File: config.mk
export PLATFORM = sky130hd
export DESIGN_NAME = wave_issue_arbiter_flat
export DESIGN_NICKNAME = d
export VERILOG_FILES = /design/src/rtl/wave_issue_arbiter_pkg.sv /design/src/rtl/wave_issue_arbiter_if.sv /design/src/rtl/wave_issue_arbiter_ib.sv /design/src/rtl/wave_issue_arbiter.sv /design/src/flat_wrapper.sv
export SDC_FILE = /design/constraint.sdc
export NUM_CORES = 1
export LEC_CHECK = 0
export ABC_AREA = 0
export CAP_MARGIN = 20
export CELL_PAD_IN_SITES_DETAIL_PLACEMENT = 1
export CELL_PAD_IN_SITES_GLOBAL_PLACEMENT = 1
export CORE_ASPECT_RATIO = 1.2
export CORE_MARGIN = 8
export CORE_UTILIZATION = 45
export DETAILED_ROUTE_END_ITERATION = 10
export GPL_TIMING_DRIVEN = 0
export PLACE_DENSITY_LB_ADDON = 0.1
export SLEW_MARGIN = 20
export SYNTH_ARGS = -nofsm -noshare
export SYNTH_HDL_FRONTEND = slang
export SYNTH_SLANG_ARGS = --single-unit
File: constraint.sdc
create_clock -name clk -period 10.8 [get_ports clk]
set_clock_uncertainty 0.15 [all_clocks]
set_input_delay 2.16 -clock clk [delete_from_list [all_inputs] [get_ports clk]]
set_output_delay 2.16 -clock clk [all_outputs]
set_load 0.05 [all_outputs]
File: src/rtl/wave_issue_arbiter_pkg.sv
// Shared types and default sizing for the multi-wavefront issue arbiter.
package wave_issue_arbiter_pkg;

    localparam int NUM_WAVES_DEF    = 4;
    localparam int IB_DEPTH_DEF     = 4;
    localparam int INST_WIDTH_DEF   = 64;
    localparam int MAX_INFLIGHT_DEF = 2;
    localparam int WAVE_ID_W_DEF    = $clog2(NUM_WAVES_DEF);

    typedef logic [WAVE_ID_W_DEF-1:0]  wave_id_t;
    typedef logic [INST_WIDTH_DEF-1:0] inst_word_t;

endpackage

File: src/rtl/wave_issue_arbiter_if.sv
// Fetch, issue, completion, flush and status signals of the wave issue arbiter.
interface wave_issue_arbiter_if
    import wave_issue_arbiter_pkg::*;
#(
    parameter int NUM_WAVES  = NUM_WAVES_DEF,
    parameter int INST_WIDTH = INST_WIDTH_DEF
) ();
    localparam int WAVE_ID_W = $clog2(NUM_WAVES);

    logic                  ifetch_valid;
    logic                  ifetch_ready;
    logic [WAVE_ID_W-1:0]  ifetch_wave;
    logic [INST_WIDTH-1:0] ifetch_inst;
    logic                  issue_valid;
    logic                  issue_ready;
    logic [WAVE_ID_W-1:0]  issue_wave;
    logic [INST_WIDTH-1:0] issue_inst;
    logic                  done_valid;
    logic [WAVE_ID_W-1:0]  done_wave;
    logic [NUM_WAVES-1:0]  wave_enable;
    logic                  flush_valid;
    logic [WAVE_ID_W-1:0]  flush_wave;
    logic [NUM_WAVES-1:0]  ib_full;

    modport master (
        output ifetch_valid, ifetch_wave, ifetch_inst, issue_ready,
               done_valid, done_wave, wave_enable, flush_valid, flush_wave,
        input  ifetch_ready, issue_valid, issue_wave, issue_inst, ib_full
    );

    modport slave (
        input  ifetch_valid, ifetch_wave, ifetch_inst, issue_ready,
               done_valid, done_wave, wave_enable, flush_valid, flush_wave,
        output ifetch_ready, issue_valid, issue_wave, issue_inst, ib_full
    );

endinterface

File: src/rtl/wave_issue_arbiter_ib.sv
// Per-wave instruction FIFO; the caller guarantees no push when full and no pop when empty.
module wave_inst_buffer
    import wave_issue_arbiter_pkg::*;
#(
    parameter int IB_DEPTH   = IB_DEPTH_DEF,
    parameter int INST_WIDTH = INST_WIDTH_DEF
) (
    input  logic                  clk,
    input  logic                  rst_n,
    input  logic                  i_push,
    input  logic                  i_pop,
    input  logic                  i_flush,
    input  logic [INST_WIDTH-1:0] i_data,
    output logic [INST_WIDTH-1:0] o_head,
    output logic                  o_empty,
    output logic                  o_full
);
    localparam int PTR_W = $clog2(IB_DEPTH);
    localparam int CNT_W = $clog2(IB_DEPTH + 1);

    logic [INST_WIDTH-1:0] r_mem [IB_DEPTH];
    logic [PTR_W-1:0]      r_rd_ptr;
    logic [PTR_W-1:0]      r_wr_ptr;
    logic [CNT_W-1:0]      r_count;

    always_ff @(posedge clk) begin
        if (!rst_n || i_flush) begin
            r_rd_ptr <= '0;
            r_wr_ptr <= '0;
            r_count  <= '0;
        end else begin
            if (i_push) r_wr_ptr <= r_wr_ptr + 1'b1;
            if (i_pop)  r_rd_ptr <= r_rd_ptr + 1'b1;
            r_count <= r_count + CNT_W'(i_push) - CNT_W'(i_pop);
        end
    end

    always_ff @(posedge clk) begin
        if (i_push && !i_flush) r_mem[r_wr_ptr] <= i_data;
    end

    assign o_head  = r_mem[r_rd_ptr];
    assign o_empty = (r_count == '0);
    assign o_full  = (r_count == CNT_W'(IB_DEPTH));

endmodule

File: src/rtl/wave_issue_arbiter.sv
// Buffers fetched instructions per wavefront and issues one eligible wave per cycle,
// round-robin, with a lock that holds the presented instruction until accepted.
module wave_issue_arbiter
    import wave_issue_arbiter_pkg::*;
#(
    parameter int NUM_WAVES    = NUM_WAVES_DEF,
    parameter int IB_DEPTH     = IB_DEPTH_DEF,
    parameter int INST_WIDTH   = INST_WIDTH_DEF,
    parameter int MAX_INFLIGHT = MAX_INFLIGHT_DEF,
    localparam int WAVE_ID_W   = $clog2(NUM_WAVES)
) (
    input logic                   clk,
    input logic                   rst_n,
    wave_issue_arbiter_if.slave   bus
);
    localparam int INFL_W = $clog2(MAX_INFLIGHT + 1);

    logic [INST_WIDTH-1:0] w_head [NUM_WAVES];
    logic [NUM_WAVES-1:0]  w_empty;
    logic [NUM_WAVES-1:0]  w_full;
    logic [NUM_WAVES-1:0]  w_push;
    logic [NUM_WAVES-1:0]  w_pop;
    logic [NUM_WAVES-1:0]  w_flush;
    logic [NUM_WAVES-1:0]  w_elig;
    logic [NUM_WAVES-1:0]  w_infl_nz;

    logic                  r_lock;
    logic [WAVE_ID_W-1:0]  r_locked_wave;
    logic [WAVE_ID_W-1:0]  r_rr_ptr;

    logic [WAVE_ID_W-1:0]  w_search;
    logic [WAVE_ID_W-1:0]  w_idx;
    logic                  w_any;
    logic [WAVE_ID_W-1:0]  w_winner;
    logic                  w_flush_hit;
    logic                  w_issue_valid;
    logic                  w_hs;
    logic                  w_ifetch_ready;

    assign w_ifetch_ready = !w_full[bus.ifetch_wave] &&
                            !(bus.flush_valid && bus.flush_wave == bus.ifetch_wave);

    for (genvar g = 0; g < NUM_WAVES; g++) begin : g_wave
        logic [INFL_W-1:0] r_inflight;
        logic              w_inc;
        logic              w_dec;

        assign w_push[g]  = bus.ifetch_valid && w_ifetch_ready &&
                            bus.ifetch_wave == WAVE_ID_W'(g);
        assign w_pop[g]   = w_hs && w_winner == WAVE_ID_W'(g);
        assign w_flush[g] = bus.flush_valid && bus.flush_wave == WAVE_ID_W'(g);
        assign w_elig[g]  = bus.wave_enable[g] && !w_empty[g] &&
                            (r_inflight < INFL_W'(MAX_INFLIGHT));

        assign w_infl_nz[g] = (r_inflight != '0);
        assign w_inc = w_pop[g];
        assign w_dec = bus.done_valid && bus.done_wave == WAVE_ID_W'(g) && w_infl_nz[g];

        always_ff @(posedge clk) begin
            if (!rst_n) begin
                r_inflight <= '0;
            end else if (w_inc && !w_dec) begin
                r_inflight <= r_inflight + 1'b1;
            end else if (w_dec && !w_inc) begin
                r_inflight <= r_inflight - 1'b1;
            end
        end

        wave_inst_buffer #(
            .IB_DEPTH   (IB_DEPTH),
            .INST_WIDTH (INST_WIDTH)
        ) u_ib (
            .clk     (clk),
            .rst_n   (rst_n),
            .i_push  (w_push[g]),
            .i_pop   (w_pop[g]),
            .i_flush (w_flush[g]),
            .i_data  (bus.ifetch_inst),
            .o_head  (w_head[g]),
            .o_empty (w_empty[g]),
            .o_full  (w_full[g])
        );
    end

    // Scan from the farthest offset down so the nearest eligible wave after rr_ptr wins.
    always_comb begin
        w_search = r_rr_ptr;
        w_any    = 1'b0;
        w_idx    = '0;
        for (int unsigned i = 0; i < NUM_WAVES; i++) begin
            w_idx = r_rr_ptr + WAVE_ID_W'(NUM_WAVES - 1 - i);
            if (w_elig[w_idx]) begin
                w_search = w_idx;
                w_any    = 1'b1;
            end
        end
    end

    assign w_winner      = r_lock ? r_locked_wave : w_search;
    assign w_flush_hit   = bus.flush_valid && bus.flush_wave == w_winner;
    assign w_issue_valid = (r_lock || w_any) && !w_flush_hit;
    assign w_hs          = w_issue_valid && bus.issue_ready;

    always_ff @(posedge clk) begin
        if (!rst_n) begin
            r_rr_ptr      <= '0;
            r_lock        <= 1'b0;
            r_locked_wave <= '0;
        end else if (w_hs) begin
            r_rr_ptr <= w_winner + 1'b1;
            r_lock   <= 1'b0;
        end else if (w_flush_hit) begin
            r_lock <= 1'b0;
        end else if (w_issue_valid) begin
            r_lock        <= 1'b1;
            r_locked_wave <= w_winner;
        end
    end

    always_ff @(posedge clk) begin
        if (rst_n && bus.done_valid) begin
            assert (w_infl_nz[bus.done_wave])
                else $warning("completion on wave %0d with nothing in flight", bus.done_wave);
        end
    end

    assign bus.ifetch_ready = w_ifetch_ready;
    assign bus.issue_valid  = w_issue_valid;
    assign bus.issue_wave   = w_winner;
    assign bus.issue_inst   = w_head[w_winner];
    assign bus.ib_full      = w_full;

endmodule

File: src/flat_wrapper.sv
// flat-port wrapper written by rule: the top's interface ports become plain ports
module wave_issue_arbiter_flat import wave_issue_arbiter_pkg::*;
#(
    parameter int NUM_WAVES    = NUM_WAVES_DEF,
    parameter int IB_DEPTH     = IB_DEPTH_DEF,
    parameter int INST_WIDTH   = INST_WIDTH_DEF,
    parameter int MAX_INFLIGHT = MAX_INFLIGHT_DEF,
    localparam int WAVE_ID_W   = $clog2(NUM_WAVES)
)
  (clk, rst_n, bus_ifetch_valid, bus_ifetch_wave, bus_ifetch_inst, bus_issue_ready, bus_done_valid, bus_done_wave, bus_wave_enable, bus_flush_valid, bus_flush_wave, bus_ifetch_ready, bus_issue_valid, bus_issue_wave, bus_issue_inst, bus_ib_full);
  wave_issue_arbiter_if #(.NUM_WAVES(NUM_WAVES), .INST_WIDTH(INST_WIDTH)) bus_i ();
  input logic clk;
  input logic rst_n;
  input wire logic [$bits(bus_i.ifetch_valid)-1:0] bus_ifetch_valid;
  input wire logic [$bits(bus_i.ifetch_wave)-1:0] bus_ifetch_wave;
  input wire logic [$bits(bus_i.ifetch_inst)-1:0] bus_ifetch_inst;
  input wire logic [$bits(bus_i.issue_ready)-1:0] bus_issue_ready;
  input wire logic [$bits(bus_i.done_valid)-1:0] bus_done_valid;
  input wire logic [$bits(bus_i.done_wave)-1:0] bus_done_wave;
  input wire logic [$bits(bus_i.wave_enable)-1:0] bus_wave_enable;
  input wire logic [$bits(bus_i.flush_valid)-1:0] bus_flush_valid;
  input wire logic [$bits(bus_i.flush_wave)-1:0] bus_flush_wave;
  output wire logic [$bits(bus_i.ifetch_ready)-1:0] bus_ifetch_ready;
  output wire logic [$bits(bus_i.issue_valid)-1:0] bus_issue_valid;
  output wire logic [$bits(bus_i.issue_wave)-1:0] bus_issue_wave;
  output wire logic [$bits(bus_i.issue_inst)-1:0] bus_issue_inst;
  output wire logic [$bits(bus_i.ib_full)-1:0] bus_ib_full;
  assign bus_i.ifetch_valid = bus_ifetch_valid;
  assign bus_i.ifetch_wave = bus_ifetch_wave;
  assign bus_i.ifetch_inst = bus_ifetch_inst;
  assign bus_i.issue_ready = bus_issue_ready;
  assign bus_i.done_valid = bus_done_valid;
  assign bus_i.done_wave = bus_done_wave;
  assign bus_i.wave_enable = bus_wave_enable;
  assign bus_i.flush_valid = bus_flush_valid;
  assign bus_i.flush_wave = bus_flush_wave;
  assign bus_ifetch_ready = bus_i.ifetch_ready;
  assign bus_issue_valid = bus_i.issue_valid;
  assign bus_issue_wave = bus_i.issue_wave;
  assign bus_issue_inst = bus_i.issue_inst;
  assign bus_ib_full = bus_i.ib_full;
  wave_issue_arbiter #(.NUM_WAVES(NUM_WAVES), .IB_DEPTH(IB_DEPTH), .INST_WIDTH(INST_WIDTH), .MAX_INFLIGHT(MAX_INFLIGHT)) u_core (.clk(clk), .rst_n(rst_n), .bus(bus_i));
endmodule
Yosys cells after proc, flatten, opt, wreduce, memory -nomap -nowiden
Memories as Yosys holds them, arrays and structs flattened. A register that Yosys moved wholly into a read port is not among the register bits.
Cells that the tools add are included.
{ "op_classes": {"addsub": 28, "multipliers": 0, "n_div": 0, "order_cmp": 10, "eq_ne": 18, "shifts": 0, "n_mux": 46, "bitwise": 4, "reduce_logical": 89} }
{ "ops": {"columns": ["op", "count"], "rows": [
  ["64-bit binary-select mux with 2-bit select", 1],
  ["64-bit two-way mux", 2],
  ["1-bit logical AND", 46],
  ["2-bit two-way mux", 21],
  ["2-bit by 1-bit adder with 2-bit output (second input constant)", 14],
  ["1-bit zero test", 20],
  ["1-bit two-way mux", 17],
  ["2-bit equality test (second input constant)", 8],
  ["2-bit nonzero test", 8],
  ["2-bit by 3-bit less-than comparator with 1-bit output (second input constant)", 5],
  ["3-bit by 1-bit adder with 3-bit output", 4],
  ["3-bit equality test (second input constant)", 4],
  ["3-bit zero test", 4],
  ["3-bit by 1-bit subtractor with 3-bit output", 4],
  ["1-bit binary-select mux with 2-bit select", 5],
  ["2-bit by 1-bit equality test with 1-bit output (second input constant)", 4],
  ["2-bit zero test", 4],
  ["2-bit less-than comparator (second input constant)", 4],
  ["2-bit by 1-bit subtractor with 2-bit output (second input constant)", 4],
  ["1-bit logical OR", 5],
  ["2-bit adder (second input constant)", 2],
  ["2-bit equality test", 2],
  ["3-bit greater-or-equal comparator (second input constant)", 1],
  ["1-bit NOT", 3],
  ["other kinds (3)", 3]
]} }
{ "word_totals": {"register_bits": 41, "latchBits": 0, "ram_bits": 1024, "mem_bits_ro": 0, "in_bits": 80, "output_inout_bits": 72, "wordCells": 218, "n_memories": 4} }
{ "memory_table": {"columns": ["name", "depth", "width", "rd", "rd_clocked_by_memory_dff", "write_ports", "line", "rtl"], "rows": [
  ["u_core.g_wave[0].u_ib.r_mem", 4, 64, 1, 1, 1, "wave_issue_arbiter_ib.sv:21", "logic [INST_WIDTH-1:0] r_mem [IB_DEPTH];"],
  ["u_core.g_wave[1].u_ib.r_mem", 4, 64, 1, 1, 1, "wave_issue_arbiter_ib.sv:21", null],
  ["u_core.g_wave[2].u_ib.r_mem", 4, 64, 1, 1, 1, "wave_issue_arbiter_ib.sv:21", null],
  ["u_core.g_wave[3].u_ib.r_mem", 4, 64, 1, 1, 1, "wave_issue_arbiter_ib.sv:21", null]
]} }

Depth between registers and ports, before layout
{ "depth": {"depth_word": 21, "depth_mapped": 18, "depth_no_buf": 15} }

Cells and area by module
From an unflattened synthesis, not the netlist that was laid out.
{ "hier_totals": {"cells_unflattened": 1735, "hier_area_um2": 41735.0} }
{ "by_module_without_submodules": {"columns": ["mod", "n_inst", "cells_each", "area_each_um2", "seq_area_each_um2"], "rows": [
  ["wave_inst_buffer", 4, 381, 9768.1, 7867.5],
  ["wave_issue_arbiter", 1, 211, 2662.6, 260.2]
]} }

Least setup slack after synthesis
No wires, ideal clock.
{ "synth_path": {"kind": "input port to output port", "start": "input port bus_wave_enable[0]", "end": "output port bus_issue_inst[54]", "t_arrival_ns": 4.709, "t_required_ns": 8.490, "path_slack_ns": 3.781, "stages": 9, "path_cell_list": "nand2b_1 -> or4_1 -> o211ai_1 -> o31a_1 -> clkbuf_1 -> clkbuf_1 -> clkbuf_1 -> nand2_1 -> a31oi_1"} }
{ "synth_via": {"elab_chain_cells": 13} }
{ "synth_rtl": {"columns": ["item", "line", "rtl"], "rows": [
  ["start, declared", "flat_wrapper.sv:20", "input wire logic [$bits(bus_i.wave_enable)-1:0] bus_wave_enable;"],
  ["1-bit logical AND * (2 in series)", "wave_issue_arbiter.sv:52", "assign w_elig[g] = bus.wave_enable[g] && !w_empty[g] &&"],
  ["1-bit binary-select mux with 2-bit select", "wave_issue_arbiter.sv:92", "if (w_elig[w_idx]) begin"],
  ["1-bit two-way mux (implied by the code)", "wave_issue_arbiter.sv:92", null],
  ["2-bit two-way mux (3 in series)", "wave_issue_arbiter.sv:92", null],
  ["2-bit two-way mux *", "wave_issue_arbiter.sv:92", null],
  ["2-bit two-way mux *", "wave_issue_arbiter.sv:99", "assign w_winner = r_lock ? r_locked_wave : w_search;"],
  ["2-bit NOT with 3-bit output (implied by the code) *", "wave_issue_arbiter.sv:130", "assign bus.issue_inst = w_head[w_winner];"],
  ["64-bit binary-select mux with 2-bit select *", "wave_issue_arbiter.sv:130", null],
  ["64-bit two-way mux (implied by the code) * (2 in series)", "wave_issue_arbiter.sv:130", null],
  ["end, declared", "flat_wrapper.sv:26", "output wire logic [$bits(bus_i.issue_inst)-1:0] bus_issue_inst;"]
]} }
Mark *: on every way between the ends. The rest lies on a longest branch, timed or not. The select of a mux whose other input is x is not followed.

Worst setup path after layout
{ "layout_path": {"start": "input port bus_wave_enable[0]", "end": "output port bus_issue_inst[22]"} }
Same word-level chain as after synthesis.

==> results.rst <==
.. list-table::
   :header-rows: 1

   * - Metric
     - Value
   * - Status
     - complete, no violations
   * - Placeable core region
     - 92200 um^2
   * - Final Critical Period
     - 9350 ps
   * - Standard-cell rows
     - 122
   * - Number of sinks on the clock net
     - 1073
   * - Largest net degree at the start of global routing
     - 39
   * - Count of maximum capacitance violations
     - 0
   * - Iteration-0 DRC count of the detailed router
     - 1624
   * - Vias
     - 20.9k
   * - Final period utilization
     - 86.5%
   * - Postcts setup bufs
     - 0
   * - Global-route track usage on met2
     - 35.1%
   * - Peak ir drop on the vdd network
     - 0.250 mV
   * - M1 GR Usage
     - 26.2%
   * - Library cell with the largest summed area after synthesis
     - sky130_fd_sc_hd__edfxtp_1
   * - Area growth from synthesis to layout
     - 17.2%
   * - Count of cell types in the netlist
     - 61
   * - Number of nets produced by synthesis
     - 2214
   * - Beginning of the worst register-to-register path
     - u_core.g_wave[1].u_ib.r_count[1]$_SDFF_PP0_
   * - Fmax
     - 0.107 GHz
   * - HPWL reported at the end of detailed placement
     - 62.3 mm
   * - Fraction of layout cells with a size suffix above 1
     - 21.0%
   * - Worst EP required
     - 8490 ps
   * - Top cells by area in the synthesized netlist
     - sky130_fd_sc_hd__edfxtp_1, sky130_fd_sc_hd__mux4_2, sky130_fd_sc_hd__nand2_1, sky130_fd_sc_hd__dfxtp_1, sky130_fd_sc_hd__a31oi_1
   * - Max-Slew Margin vs Limit
     - 25.8%
   * - Clock input transition at the sequential cells of the worst setup and hold paths
     - 60 ps
   * - Worst-skew pair later-pin latency
     - 670 ps
   * - Number of port buffers
     - 148
   * - Mean instance size in the synthesized netlist
     - 19.9 um^2
   * - Chip Height
     - 350 um
   * - CP startpoint kind
     - primary input
   * - Portion of the post-synthesis area used by sequential elements
     - 75.9%
   * - Initial core utilization
     - 45.3%
   * - GRT met3 Usage
     - 3.58%
   * - Count of synthesis-stage warnings from yosys
     - 0
   * - Category of the most critical setup path
     - in2out
   * - GRT Overall Usage
     - 20.2%
   * - Post-synth top flop
     - sky130_fd_sc_hd__edfxtp_1
   * - Arrival @ worst endpoint
     - 7040 ps
   * - Global placer's final weighted congestion
     - 0.740
   * - Synth top area share
     - 73.6%
   * - Clk root buf
     - sky130_fd_sc_hd__clkbuf_16
   * - Number of buffers created by CTS
     - 109
   * - Overall overflow remaining after global route
     - 0
   * - Sum of negative setup slack
     - 0 ps
   * - Crit path capture type
     - output pin
   * - Initial antenna violation count
     - 4
   * - Cell area after placement
     - 45400 um^2
   * - Detailed Routing Iterations Pass 1
     - 5
   * - Power per Cell Area
     - 262 nW/um^2
   * - Pwr Total
     - 0.0129 W
   * - Final count of hold timing violations
     - 0
   * - Number of buffers added to fix hold violations after cts
     - 0
   * - Number of resized instances in the post-cts repair step
     - 0
   * - Critical path fanouts, max
     - 10
   * - RSZ-0062 raised after global routing
     - no
   * - WL per Instance
     - 28.0 um
   * - Start point of the worst hold path
     - u_core.g_wave[0].u_ib.r_rd_ptr[1]$_SDFFE_PP0P_
   * - Number of global-route vias before repair
     - 23.1k
   * - IO Count
     - 152
   * - Total Wirelength
     - 104 mm
   * - Number of remaining DRC errors
     - 0
   * - CTS tree
     - done
   * - Total setup violations reported at the end of the flow
     - 0
   * - Cell area after technology mapping
     - 41800 um^2
   * - Number of nets in the layout
     - 2492
   * - Non-filler cells, final
     - 3707
   * - Class of the most critical hold timing path
     - reg2reg
   * - First element of the critical path
     - bus_wave_enable[0]
   * - Layer carrying the most global-route usage
     - met2
   * - Area enclosed by the die boundary
     - 103000 um^2
   * - Chip width
     - 294 um
   * - Share of the core filled with cells
     - 53.2%
   * - Synthesized flop and latch total
     - 1073
   * - Average vias per placed instance
     - 5.65
   * - Worst slew pin tran
     - 1110 ps
   * - Mapped Cells
     - 2098
   * - Cell area after layout
     - 49000 um^2
   * - Cell count after placement
     - 3505
   * - Post-synth EDFFs
     - 1024
   * - Clock buffer depth
     - 3
   * - Share of async-settable or async-resettable flops after synthesis
     - 0%
   * - Leakage
     - 15.7 nW
   * - CTS HTree Levels
     - 3
   * - Antenna viol nets, final
     - 0
   * - Number of max-slew violations in the final report
     - 0
   * - Wire length of the first global-routing pass
     - 153 mm
-- layout by cell type (no fill, tap or decap), types with 30 or more instances in the layout --
cell type	instances
sky130_fd_sc_hd__dfxtp_1	49
sky130_fd_sc_hd__edfxtp_1	1024
sky130_fd_sc_hd__a31oi_1	66
sky130_fd_sc_hd__mux4_2	257
sky130_fd_sc_hd__nand2_1	274
sky130_fd_sc_hd__clkbuf_1	81
sky130_fd_sc_hd__and3_1	66
sky130_fd_sc_hd__ha_1	32
sky130_fd_sc_hd__clkdlybuf4s50_1	148
sky130_fd_sc_hd__clkbuf_16	111
sky130_fd_sc_hd__clkinv_2	30
-- synth_stat cells (11+ instances only) --
library cell               instances
sky130_fd_sc_hd__xor2_1           14
sky130_fd_sc_hd__nor2_1           28
sky130_fd_sc_hd__and3_1           66
sky130_fd_sc_hd__nand2_1         274
sky130_fd_sc_hd__a31oi_1          66
sky130_fd_sc_hd__xnor2_1          11
sky130_fd_sc_hd__dfxtp_1          49
sky130_fd_sc_hd__buf_4            12
sky130_fd_sc_hd__clkbuf_1         78
sky130_fd_sc_hd__inv_1            28
sky130_fd_sc_hd__edfxtp_1       1024
sky130_fd_sc_hd__ha_1             32
sky130_fd_sc_hd__mux2i_1          13
sky130_fd_sc_hd__and2_1           21
sky130_fd_sc_hd__mux4_2          257
-- per-stage QoR --
step / worst slack (ps) / hold WS [ps]
after floorplan: 3780 / 295
after global placement: 1350 / 312
after detailed placement: 1360 / 326
after CTS: 1320 / 337
after global routing: 1070 / 360
final: 1450 / 332
-- worst paths after layout --
kind                                                         end  slack, ps  cells after the start
hold / removal    u_core.g_wave[0].u_ib.r_rd_ptr[1]$_SDFFE_PP0P_        330                      2
setup reg to reg     u_core.g_wave[2].u_ib.r_count[2]$_SDFF_PP0_       5060                     18
setup / recovery                              bus_issue_inst[22]       1450                     11
hold reg to reg   u_core.g_wave[0].u_ib.r_rd_ptr[1]$_SDFFE_PP0P_        330                      2
-- metal layers --
layer,vias up,share of wire [%]
met5,-,0.0096
met3,143,5.2
met4,2,2.1
met2,530,51
met1,11200,42
li1,9027,-
-- worst max-delay path, cell delays in order --
cell and delay, ps:
sky130_fd_sc_hd__clkdlybuf4s50_1 470, sky130_fd_sc_hd__nand2b_1 80, sky130_fd_sc_hd__or4_1 490, sky130_fd_sc_hd__o211ai_1 200
sky130_fd_sc_hd__o31a_1 220, sky130_fd_sc_hd__clkbuf_1 450, sky130_fd_sc_hd__clkbuf_1 830, sky130_fd_sc_hd__clkbuf_1 560
sky130_fd_sc_hd__nand2_1 140, sky130_fd_sc_hd__a31oi_1 500, sky130_fd_sc_hd__clkdlybuf4s50_1 910
-- final cells by class --
class	instances	area, um^2
Fill cell	8274	43200
Sequential cell	1073	31700
Multi-Input combinational cell	884	9470
Clock buffer	129	2860
Timing Repair Buffer	167	1990
Tap cell	1240	1550
Clock inverter	71	741
Buffer	111	554
Inverter	30	113
Antenna cell	2	5.00
-- state kept, by name, indices dropped and copies added (netlist names), named ones only --
name                         cells
u_core.g_wave.r_inflight         8
u_core.r_locked_wave             2
u_core.g_wave.u_ib.r_count      12
u_core.r_rr_ptr                  2
u_core.g_wave.u_ib.r_wr_ptr      8
u_core.r_lock                    1
u_core.g_wave.u_ib.r_rd_ptr      8
u_core.g_wave.u_ib.r_mem      1024
-- cells by family (layout without fill, tap and decap cells) --
kind of cell             Yosys count  count (layout)  share of synthesized area (%)
AO/OA/AOI/OAI                    104             104                           1.62
XOR/XNOR                          25              25                          0.524
adder cells (fa/ha/maj)           36              36                           1.15
buffers and inverters            141             508                           1.55
flip-flops                      1073            1073                           75.9
multiplexers                     274             274                           14.3
other                              0               2                              0
AND/OR/NAND/NOR                  445             445                           4.98
-- power by group --
part / leakage, nW / switching (W) / internal [W]
Sequential: 9.64 / 0.0000476 / 0.00466
Combinational: 4.28 / 0.00301 / 0.00135
Clock: 1.76 / 0.00158 / 0.00222
(Power assumes the default switching activity.)
